### config.mk
export PLATFORM = sky130hd
export DESIGN_NAME = lb_read_pipe
export DESIGN_NICKNAME = d
export VERILOG_FILES = /design/src/rtl/lb_read_pipe.sv
export SDC_FILE = /design/constraint.sdc
export NUM_CORES = 1
export LEC_CHECK = 0
export ABC_AREA = 1
export ABC_CLOCK_PERIOD_IN_PS = 2100
export BUFFER_PORTS_ARGS = -buffer_cell sky130_fd_sc_hd__buf_2
export CELL_PAD_IN_SITES_DETAIL_PLACEMENT = 1
export CELL_PAD_IN_SITES_GLOBAL_PLACEMENT = 1
export CORE_MARGIN = 3
export CORE_UTILIZATION = 47
export CTS_BUF_LIST = sky130_fd_sc_hd__clkbuf_2 sky130_fd_sc_hd__clkbuf_4 sky130_fd_sc_hd__clkbuf_8
export DETAILED_ROUTE_END_ITERATION = 10
export GPL_TIMING_DRIVEN = 0
export MAX_ROUTING_LAYER = met4
export PLACE_DENSITY_LB_ADDON = 0.3
export SLEW_MARGIN = 20
export SYNTH_ARGS = -nofsm -noshare
export SYNTH_HDL_FRONTEND = slang
export SYNTH_SLANG_ARGS = --single-unit
### constraint.sdc
create_clock -name lb_clk -period 2.1 [get_ports lb_clk]
set_input_delay 0.315 -clock lb_clk [delete_from_list [all_inputs] [get_ports lb_clk]]
set_output_delay 0.315 -clock lb_clk [all_outputs]
set_load 0.02 [all_outputs]
### src/rtl/lb_read_pipe.sv
// Localbus stage between the host-link gateway and the application: registered
// strobes, a fixed-latency read-return pipeline and a small local status region.
module lb_read_pipe #(
  parameter int          ADDR_W   = 24,
  parameter int          DATA_W   = 32,
  parameter int          READ_LAT = 3,
  parameter logic [31:0] MAGIC    = 32'h6c627270
) (
  input  logic              lb_clk,
  input  logic              lb_rst_n,
  input  logic              lb_strobe,
  input  logic              lb_rd,
  input  logic [ADDR_W-1:0] lb_addr,
  input  logic [DATA_W-1:0] lb_dout,
  output logic [DATA_W-1:0] lb_din,
  output logic              lb_rvalid,
  output logic [ADDR_W-1:0] app_addr,
  output logic [DATA_W-1:0] app_data,
  output logic              app_write,
  output logic              app_read,
  input  logic [DATA_W-1:0] app_din
);

  localparam logic [3:0] LOCAL_TAG = 4'hF;

  logic              is_local;
  logic [3:0]        off;
  logic              wr_evt;
  logic              rd_evt;
  logic              clr;
  logic [DATA_W-1:0] local_word;

  logic [ADDR_W-1:0] app_addr_q, app_addr_d;
  logic [DATA_W-1:0] app_data_q, app_data_d;
  logic              app_write_q, app_write_d;
  logic              app_read_q, app_read_d;
  logic [15:0]       wr_count_q, wr_count_d;
  logic [15:0]       rd_count_q, rd_count_d;
  logic [READ_LAT:0] pend_q, pend_d;
  logic [READ_LAT:0] loc_q, loc_d;
  logic [DATA_W-1:0] word_q [0:READ_LAT];
  logic [DATA_W-1:0] word_d [0:READ_LAT];
  logic [DATA_W-1:0] lb_din_q, lb_din_d;
  logic              lb_rvalid_q, lb_rvalid_d;

  // Decode the incoming transaction; the local word uses pre-increment counts
  always_comb begin
    is_local = (lb_addr[ADDR_W-1 -: 4] == LOCAL_TAG);
    off      = lb_addr[3:0];
    wr_evt   = lb_strobe & ~lb_rd;
    rd_evt   = lb_strobe & lb_rd;
    clr      = wr_evt & is_local & (off == 4'd2);
    case (off)
      4'd0:    local_word = DATA_W'({rd_count_q, wr_count_q});
      4'd1:    local_word = DATA_W'(MAGIC);
      default: local_word = {DATA_W{1'b0}};
    endcase
  end

  // Next state of the application-facing stage and the transaction counters
  always_comb begin
    app_addr_d  = app_addr_q;
    app_data_d  = app_data_q;
    app_write_d = wr_evt & ~is_local;
    app_read_d  = rd_evt & ~is_local;
    if (lb_strobe) begin
      app_addr_d = lb_addr;
      app_data_d = lb_dout;
    end else begin
      app_addr_d = app_addr_q;
      app_data_d = app_data_q;
    end
    if (clr) begin
      wr_count_d = 16'd0;
      rd_count_d = 16'd0;
    end else begin
      wr_count_d = wr_count_q + {15'd0, wr_evt};
      rd_count_d = rd_count_q + {15'd0, rd_evt};
    end
  end

  // Read-return shift register; the tail selects local or application data
  always_comb begin
    pend_d    = {pend_q[READ_LAT-1:0], rd_evt};
    loc_d     = {loc_q[READ_LAT-1:0], is_local};
    word_d[0] = local_word;
    for (int i = 1; i <= READ_LAT; i++) begin
      word_d[i] = word_q[i-1];
    end
    lb_rvalid_d = pend_q[READ_LAT];
    if (pend_q[READ_LAT]) begin
      lb_din_d = loc_q[READ_LAT] ? word_q[READ_LAT] : app_din;
    end else begin
      lb_din_d = lb_din_q;
    end
  end

  // State registers; reset discards any read in flight
  always_ff @(posedge lb_clk or negedge lb_rst_n) begin
    if (!lb_rst_n) begin
      app_addr_q  <= {ADDR_W{1'b0}};
      app_data_q  <= {DATA_W{1'b0}};
      app_write_q <= 1'b0;
      app_read_q  <= 1'b0;
      wr_count_q  <= 16'd0;
      rd_count_q  <= 16'd0;
      pend_q      <= {(READ_LAT+1){1'b0}};
      loc_q       <= {(READ_LAT+1){1'b0}};
      for (int i = 0; i <= READ_LAT; i++) begin
        word_q[i] <= {DATA_W{1'b0}};
      end
      lb_din_q    <= {DATA_W{1'b0}};
      lb_rvalid_q <= 1'b0;
    end else begin
      app_addr_q  <= app_addr_d;
      app_data_q  <= app_data_d;
      app_write_q <= app_write_d;
      app_read_q  <= app_read_d;
      wr_count_q  <= wr_count_d;
      rd_count_q  <= rd_count_d;
      pend_q      <= pend_d;
      loc_q       <= loc_d;
      for (int i = 0; i <= READ_LAT; i++) begin
        word_q[i] <= word_d[i];
      end
      lb_din_q    <= lb_din_d;
      lb_rvalid_q <= lb_rvalid_d;
    end
  end

  assign app_addr  = app_addr_q;
  assign app_data  = app_data_q;
  assign app_write = app_write_q;
  assign app_read  = app_read_q;
  assign lb_din    = lb_din_q;
  assign lb_rvalid = lb_rvalid_q;

endmodule

==> impl_metrics.toml, run 1 <==
[clocking]
path_clk_slew_ps = 60
clk_latency_ps = 540
clkSinkCount = 259
cts_setup_buffers = 0
cts_tree = "done"
clk_path_buf_depth = 3
numCtsBuffers = 42
htree_levels = 2
cts-root-buf = "clkbuf_8"

[global_routing]
grt_pass1_wl_um = 43000
antenna_found_initial = 2
grt_max_degree = 99
gr-total-overflow = 0
grt_usage_pct = 26.0
grt_pass1_vias = 8254

[synth]
ys_top_cells_by_area = "dfrtp_1 (71%), nand2_1 (13%), nor2_1 (5.1%)"
yosysSeqAreaShare_pct = 70.7
post_synth.cell_area_avg_um2 = 10.4
yosysWarnings = 0
synthCells = 884
yosys.area.top_type_share_pct = 70.7
synth_area_leader_cell = "dfrtp_1"
synth_area_um2 = 9170
synthDistinctLibCells = 27
synth_nets = 980
ys_ff_latch = 259

[cells_and_area]
fillCellCount = 2133
layout-drive-gt1-share_pct = 24.9
syn2layout_area_growth_pct = 30.2
nets = 1257
final_util_pct = 62.9

[die]
start_util_pct = 48.3
die_x_um = 146
die_y_um = 146
pin_count = 183
core-area_um2 = 19000
rows = 50
die_area_um2 = 21200

[route]
first_pass_iters = 4
drc = 0
drt_iter0_markers = 330
avgViaCountPerCell = 4.86
wl_per_cell_um = 17.9
num_vias = 7061
antenna_left = 0
wirelength_um = 26000

[min_path]
hold_class = "input port to flip-flop"

[sta]
fin_crit_sh_pct = 84.6
skew_ps = 16.5
hold_viol_final = 0
rsz0062_at_grt = "no"
tightest_slew_ps = 629
final_max_slew_viol_count = 0
relSlewSlack_pct = 58.1
fmax_mhz = 563
setup_viol = 0
fin_crit_ps = 1780
final.setup.tns_ps = 0

[power_and_ir_drop]
ir_drop_v = 0.000534
p_leak_nw = 6.49
p_per_area_nw_per_um2 = 1030

[placed_design]
gp_congestion = 0.836
dp_hpwl_um = 15900
port_buffers = 180

[job]
maxCapViolations = 0

[critical_path]
endpoint_kind = "flip-flop"
cp_data_arrival_time_ps = 2200
cp_max_fo = 5
critPathLaunchType = "input port"
critPathRequiredTime_ps = 2530
crit_type = "input port to flip-flop"

[status]
status = "finished clean"
==> synthesized netlist by cell type <==
master	instances
inv_4	1
buf_2	9
clkbuf_1	16
nand3_1	14
buf_4	1
o21ai_1	1
nor3_1	2
inv_8	1
nand2_1	313
nand2_2	2
nand2_4	1
nor2_1	124
ha_1	4
inv_1	52
xor2_1	2
nand4_1	1
nor2_2	14
a21oi_1	14
nand3_2	1
nor2_4	3
nand4_2	1
buf_6	4
buf_8	1
a31oi_1	32
and3_4	1
dfrtp_1	259
o21ai_0	10
==> worst paths after layout <==
kind                               start              to  slack, ps  cells after the start
hold reg to reg               word_d[13]      word_q[13]        340                      0
hold / removal               lb_dout[19]    app_data[19]         30                      3
setup / recovery                   lb_rd  wr_count_q[13]        320                     11
setup reg to reg           wr_count_q[0]  wr_count_q[13]        560                      8
max in group asynchronous       lb_rst_n     app_addr[1]        510                      4
min in group asynchronous       lb_rst_n      lb_din[25]        320                      2
==> power breakdown <==
| group | switching, mW | internal, mW |
|---|---|---|
| clock | 2.00 | 2.85 |
| sequential | 0.338 | 5.42 |
| combinational | 1.12 | 0.588 |
| total | 3.46 | 8.86 |
==> placed cells by master, fill, tap and decap left out, types with 2 or more instances in the layout <==
cell type      count
a21oi_1           14
nor2_2            14
dfrtp_1          259
ha_1               4
buf_8              2
clkinv_2           4
nand2_2            2
buf_2            188
inv_1             52
bufinv_16          2
o21ai_0           10
clkbuf_4          10
nor3_1             2
xor2_1             2
diode_2            2
nor2_4             3
dlygate4sd3_1     51
clkbuf_8          57
a31oi_1           32
clkbuf_1          16
nand3_1           14
inv_6              2
buf_16             2
buf_6              4
nand2_1          313
nor2_1           124
==> routing by layer <==
| layer | wire (µm) | share of wire (%) | up-vias | global-route usage, % |
|---|---|---|---|---|
| met5 | 0 | 0 | - | - |
| met4 | 973 | 3.7 | 0 | 10.6 |
| met3 | 1200 | 4.6 | 68 | 4.73 |
| met2 | 13800 | 53 | 217 | 45.5 |
| met1 | 10100 | 39 | 3489 | 29.5 |
| li1 | - | - | 3287 | - |
==> registers in the layout (all words and copies together) (netlist names), 16 cells and up <==
| register | flops |
|---|---|
| word_d | 96 |
| app_addr | 24 |
| lb_din | 32 |
| word_q | 32 |
| wr_count_q | 16 |
| app_data | 32 |
| rd_count_q | 16 |
==> area by class of cell <==
| type | count | area, µm² | share of cell area (%) |
|---|---|---|---|
| flip-flops and latches | 259 | 6480 | 54.3 |
| multi-input cells | 540 | 2300 | 19.3 |
| repair buffers | 233 | 1480 | 12.4 |
| clock buffers | 67 | 860 | 7.21 |
| well taps | 260 | 325 | 2.73 |
| inverters | 54 | 213 | 1.78 |
| plain buffers | 31 | 173 | 1.45 |
| clock inverters | 8 | 97.6 | 0.818 |
| diodes | 2 | 5.00 | 0.0420 |
==> critical path, stage by stage <==
cell and delay [ps]:
dlygate4sd3_1 540, buf_2 150, nor2_4 180, ha_1 230
nand2_1 130, nor2_2 190, nand2_1 110, nor2_1 180
nand2_1 70, nand2_1 60, nor2_1 40
==> cell families (layout without fill, tap and decap cells) <==
group | after synthesis | in the layout | share of synthesized area, %
simple gates | 477 | 477 | 20.8
xor+xnor | 2 | 2 | 0.191
other cells | 0 | 2 | 0
compound gates | 57 | 57 | 3.55
buf+inv | 85 | 393 | 4.20
flops | 259 | 259 | 70.7
fa+ha+maj | 4 | 4 | 0.546
==> metrics by stage <==
step / hold slack [ps] / area (µm²) / power [mW] / worst slack [ps] / std cells
6_report: 25.8 / 11900 / 12.3 / 324 / 1454
5_1_grt: 4.99 / 11900 / 12.9 / 243 / 1454
4_1_cts: 2.74 / 11900 / 12.3 / 399 / 1452
3_5_place_dp: 330 / 10500 / 7.41 / 280 / 1326
3_3_place_gp: 333 / 10400 / 7.30 / -3740 / 1324
2_1_floorplan: 19.4 / 9170 / 6.72 / 635 / 884
==> timing repair <==
| item | in CTS | in global routing |
|---|---|---|
| endpoints found under the hold margin | 130 | 0 |
| hold buffers | 51 | 0 |
| resized for setup | 0 | 0 |
No activity file was read; power rests on OpenSTA's default activity.
==> run 2, diff against run 1 <==
--- a/config.mk
+++ b/config.mk
@@ -5,13 +5,13 @@
 export SDC_FILE = /design/constraint.sdc
 export NUM_CORES = 1
 export LEC_CHECK = 0
-export ABC_AREA = 1
-export ABC_CLOCK_PERIOD_IN_PS = 2100
+export ABC_AREA = 0
+export ABC_CLOCK_PERIOD_IN_PS = 1600
 export BUFFER_PORTS_ARGS = -buffer_cell sky130_fd_sc_hd__buf_2
 export CELL_PAD_IN_SITES_DETAIL_PLACEMENT = 1
 export CELL_PAD_IN_SITES_GLOBAL_PLACEMENT = 1
 export CORE_MARGIN = 3
-export CORE_UTILIZATION = 47
+export CORE_UTILIZATION = 42
 export CTS_BUF_LIST = sky130_fd_sc_hd__clkbuf_2 sky130_fd_sc_hd__clkbuf_4 sky130_fd_sc_hd__clkbuf_8
 export DETAILED_ROUTE_END_ITERATION = 10
 export GPL_TIMING_DRIVEN = 0
==> constraint.sdc (replaced) <==
create_clock -name lb_clk -period 1.6 [get_ports lb_clk]
set_input_delay 0.24 -clock lb_clk [delete_from_list [all_inputs] [get_ports lb_clk]]
set_output_delay 0.24 -clock lb_clk [all_outputs]
set_load 0.02 [all_outputs]
==> impl_metrics.toml, run 2 <==
[clocking]
numCtsBuffers = 42
htree_levels = 2
path_clk_slew_ps = 70
clkSinkCount = 259
clk_path_buf_depth = 3
cts-root-buf = "clkbuf_8"
cts_tree = "done"
clk_latency_ps = 550

[synth]
synth_area_um2 = 8830
yosys.area.top_type_share_pct = 73.4
synth.most_common_cell = "dfrtp_1"
synth_area_leader_cell = "dfrtp_1"
synth-main-ff-cell = "dfrtp_1"
post_synth.cell_area_avg_um2 = 14.8
synth.top_cells.by_count = "dfrtp_1 (259), nor2_1 (59), mux2_2 (56), a21oi_1 (36), mux2i_1 (32)"
synth_nets = 692
yosysWarnings = 0
synthCells = 596
ys_top_cells_by_area = "dfrtp_1 (73%), mux2_2 (7.1%), mux2i_1 (3.6%)"
yosysSeqAreaShare_pct = 73.4
synth_async_sr_flop_share_pct = 100
synthDistinctLibCells = 29
synth-edff-count = 0
ys_ff_latch = 259

[route]
drc = 0
avgViaCountPerCell = 4.83
wirelength_um = 23200
drt_iter0_markers = 137
num_vias = 5791
first_pass_iters = 4
wl_per_cell_um = 19.4
antenna_left = 0

[power_and_ir_drop]
ir_drop_v = 0.000569
p_per_area_nw_per_um2 = 1280
p_leak_nw = 5.75
power_mw = 15.3

[global_routing]
grt_pass1_vias = 6717
antenna_found_initial = 1
gr-total-overflow = 0
grt_usage_pct = 21.0
grt_pass1_wl_um = 36100
grt_max_degree = 108

[die]
start_util_pct = 43.2
core-area_um2 = 20400
die_x_um = 151
rows = 52
die_y_um = 151
pin_count = 183
die_area_um2 = 22800

[sta]
fin_ws_ps = -26.7
fmax_mhz = 615
fin_crit_ps = 1630
final.setup.tns_ps = -40.0
skew_ps = 18.6
relSlewSlack_pct = 42.7
rsz0062_at_grt = "yes"
tightest_slew_ps = 853
fin_crit_sh_pct = 102
setup_viol = 2
fin_hold_ws_ps = 21.5
hold_viol_final = 0
final_max_slew_viol_count = 0

[critical_path]
critPathLaunchType = "flip-flop"
slowest_stage = "or4_4"
crit_type = "flip-flop to flip-flop"
critPathRequiredTime_ps = 2070
endpoint_kind = "flip-flop"
cp_slowest_stage_delay_ps = 530
cp_data_arrival_time_ps = 2090
path_cells = "ha_2 -> nand4_1 -> or4_4 -> xor2_2 -> nor2_1"
cp_max_fo = 3

[cells_and_area]
fillCellCount = 2046
final_cell_count_no_fill = 1198
design_area_um2 = 11900
seqCellArea_um2 = 6480
largest_reg_flops = 96
multiInputGateArea_um2 = 2370
syn2layout_area_growth_pct = 35.2
final_common_cell = "dfrtp_1"
nets = 994
layout-drive-gt1-share_pct = 38.2
final_cell_mix = "dfrtp_1 (259), buf_2 (183), dlygate4sd3_1 (67), nor2_1 (59), mux2_2 (56)"

[placed_design]
gp_congestion = 0.780
dp_hpwl_um = 13600
post_dp_cell_area_um2 = 10200
port_buffers = 181
place_inst = 1050

[min_path]
hold_class = "input port to flip-flop"

[status]
status = "complete, but fails checks"
violations = "setup timing"

[job]
maxCapViolations = 0
-- run 2: critical path, delay by kind of cell (launching register included) --
family / cells / cell delay, ps
xor+xnor: 1 / 160
fa+ha+maj: 1 / 210
flops: 1 / 390
simple gates: 3 / 810
-- run 2: per-layer routing --
layer / wire (µm) / vias up / track usage, %
met4: 355 / 0 / 5.26
li1: - / 2624 / -
met2: 12200 / 199 / 36.7
met5: 0 / - / -
met1: 9180 / 2934 / 24.2
met3: 1490 / 34 / 5.66
-- run 2: logic make-up after synthesis --
| logic type | after synthesis | share of synthesized area, % |
|---|---|---|
| AO/OA/AOI/OAI | 54 | 3.46 |
| XOR/XNOR | 26 | 2.58 |
| adder cells (fa/ha/maj) | 4 | 0.567 |
| buffers and inverters | 28 | 1.43 |
| flip-flops | 259 | 73.4 |
| multiplexers | 88 | 10.8 |
| AND/OR/NAND/NOR | 137 | 7.83 |
-- run 2: worst paths after layout --
path,startpoint,end,cells past startpoint,slack (ps)
max reg2reg,wr_count_q[0],wr_count_q[12],5,-30
min,lb_rd,pend_q[0],2,20
min in group asynchronous,lb_rst_n,lb_din[26],2,210
max,wr_count_q[0],wr_count_q[12],5,-30
min reg2reg,word_d[13],word_q[13],0,340
max in group asynchronous,lb_rst_n,word_d[18],4,220
-- run 2: cell type report --
class / count / share of cell area, %
plain buffers: 23 / 0.964
clock inverters: 12 / 0.984
inverters: 4 / 0.126
diodes: 2 / 0.0419
repair buffers: 259 / 14.5
multi-input cells: 309 / 19.9
well taps: 270 / 2.83
flip-flops and latches: 259 / 54.3
clock buffers: 60 / 6.49
-- run 2: through the flow --
stage / worst slack, ps / util, %
2_1_floorplan: -7.25 / -
3_3_place_gp: -4010 / 49.4
3_5_place_dp: -644 / 49.7
4_1_cts: 1.52 / 57.6
5_1_grt: -79.4 / 58.5
6_report: -26.7 / 58.5
-- run 2: where the power goes --
group / leakage, nW / total [mW] / internal [mW] / switching, mW
Clock: 0.479 / 6.08 / 3.46 / 2.62
Sequential: 3.35 / 7.47 / 7.03 / 0.437
Combinational: 1.92 / 1.76 / 0.738 / 1.02
Total: 5.75 / 15.3 / 11.2 / 4.08
-- run 2: repair_timing --
action	4_1_cts	5_1_grt
gates resized for setup	8	19
pin swaps	1	3
hold buffers	67	0
endpoints found under the hold margin	118	0
setup buffers	1	6
setup endpoints to repair	14	138
gates cloned	0	1
==> run 3, diff against run 2 <==
--- a/config.mk
+++ b/config.mk
@@ -6,12 +6,12 @@
 export NUM_CORES = 1
 export LEC_CHECK = 0
 export ABC_AREA = 0
-export ABC_CLOCK_PERIOD_IN_PS = 1600
+export ABC_CLOCK_PERIOD_IN_PS = 1730
 export BUFFER_PORTS_ARGS = -buffer_cell sky130_fd_sc_hd__buf_2
 export CELL_PAD_IN_SITES_DETAIL_PLACEMENT = 1
 export CELL_PAD_IN_SITES_GLOBAL_PLACEMENT = 1
 export CORE_MARGIN = 3
-export CORE_UTILIZATION = 42
+export CORE_UTILIZATION = 46
 export CTS_BUF_LIST = sky130_fd_sc_hd__clkbuf_2 sky130_fd_sc_hd__clkbuf_4 sky130_fd_sc_hd__clkbuf_8
 export DETAILED_ROUTE_END_ITERATION = 10
 export GPL_TIMING_DRIVEN = 0
==> constraint.sdc (replaced) <==
create_clock -name lb_clk -period 1.73 [get_ports lb_clk]
set_input_delay 0.2595 -clock lb_clk [delete_from_list [all_inputs] [get_ports lb_clk]]
set_output_delay 0.2595 -clock lb_clk [all_outputs]
set_load 0.02 [all_outputs]
==> impl_metrics.toml, run 3 (synthesis gave the netlist of run 2 again) <==
[cells_and_area]
layout-drive-gt1-share_pct = 36.1
final_cell_count_no_fill = 1141
fillCellCount = 1844
final_util_pct = 61.6
nets = 976
design_area_um2 = 11600
final_common_cell = "dfrtp_1"
syn2layout_area_growth_pct = 30.8
diodes = 0
final_cell_mix = "dfrtp_1 (259), buf_2 (185), nor2_1 (59), dlygate4sd3_1 (57), mux2_2 (56)"
largest_reg_flops = 96

[critical_path]
slowest_stage = "or4_1"
critPathLaunchType = "flip-flop"
cp_max_fo = 3
cp_slowest_stage_delay_ps = 570
endpoint_kind = "flip-flop"
critPathRequiredTime_ps = 2190
r2r_start = "wr_count_q[0]"
path_cells = "ha_1 -> nand4_1 -> or4_1 -> xor2_1 -> nor2_1"
cp_data_arrival_time_ps = 2090
crit_type = "flip-flop to flip-flop"
critPathLaunch = "wr_count_q[0]"

[clocking]
cts-root-buf = "clkbuf_8"
numCtsBuffers = 42
path_clk_slew_ps = 60
htree_levels = 2
clk_path_buf_depth = 3
clk_latency_ps = 530
cts_tree = "done"
clkSinkCount = 259

[route]
wirelength_um = 21600
wl_per_cell_um = 18.9
drc = 0
drt_iter0_markers = 152
antenna_left = 0
first_pass_iters = 4
avgViaCountPerCell = 5.03
wl_met2_um = 11000
wl_met1_um = 8700
num_vias = 5739
top_layer = "met4"
dr_wl_met3_um = 1400

[global_routing]
grt_usage_pct = 21.7
grt_pass1_wl_um = 34300
grt_pass1_vias = 6645
antenna_found_initial = 0
grt_max_degree = 104
gr-total-overflow = 0

[sta]
final_max_slew_viol_count = 0
skew_ps = 8.68
final.setup.tns_ps = 0
relSlewSlack_pct = 44.8
tightest_slew_ps = 821
fin_crit_sh_pct = 94.1
setup_viol = 0
fin_crit_ps = 1630
fmax_mhz = 615
fin_hold_ws_ps = 32.9
fin_ws_ps = 103
hold_viol_final = 0

[die]
rows = 50
core-area_um2 = 18800
die_y_um = 145
die_area_um2 = 20900
start_util_pct = 47.1
pin_count = 183
die_x_um = 145

[placed_design]
dp_hpwl_um = 13500
post_dp_cell_area_um2 = 10100
gp_congestion = 0.832
place_inst = 1013
place_ws_ps = -434
port_buffers = 181

[min_path]
hp-start = "app_din[13]"
hold_class = "input port to flip-flop"

[job]
maxCapViolations = 0

[power_and_ir_drop]
power_mw = 13.7
ir_drop_v = 0.000556
p_leak_nw = 5.60
p_per_area_nw_per_um2 = 1190

[status]
status = "finished clean"
-- run 3: changes by cell type in the layout (fill, tap and decap cells not counted), moves of 3 or more --
cell and change:
buf_4 -8, clkbuf_4 +6, clkinv_2 -5, dlygate4sd3_1 -10, nand3_1 +3, nor4_1 +8
nor4_2 -6
-- run 3: worst paths after layout --
kind / to / slack [ps] / cells past startpoint
max: wr_count_q[12] / 100 / 5
min: lb_din[13] / 30 / 3
max reg2reg: wr_count_q[12] / 100 / 5
min reg2reg: word_d[34] / 340 / 0
max in group asynchronous: word_d[15] / 310 / 4
min in group asynchronous: lb_din[7] / 250 / 2
-- run 3: worst max-delay path, delay by kind of cell, from the launching register on --
kind / cells / cell delay, ps
adder cells (fa/ha/maj): 1 / 210
XOR/XNOR: 1 / 160
flip-flops: 1 / 370
AND/OR/NAND/NOR: 3 / 820
-- run 3: what timing repair did --
action                                  CTS  global route
endpoints found under the setup margin    0            54
gates resized for setup                   0             7
hold buffers                             57             0
setup buffers                             0             0
endpoints found under the hold margin   118             0
-- run 3: power by group --
part	internal, mW	switching (mW)
registers	6.51	0.356
clock network	2.96	2.29
logic	0.656	0.924
-- run 3: per-layer routing --
metal / up-vias / GRT usage [%]
li1: 2587 / -
met1: 2911 / 25.7
met2: 197 / 36.0
met3: 44 / 6.48
met4: 0 / 6.58
met5: - / -
-- run 3: final cells by class --
class,count,area [µm²],area share (%)
Buffer,23,110,0.953
Multi-Input combinational cell,309,2250,19.5
Clock inverter,5,32.5,0.282
Sequential cell,259,6480,56.1
Inverter,4,15.0,0.130
Timing Repair Buffer,241,1570,13.6
Tap cell,234,293,2.53
Clock buffer,66,808,6.99
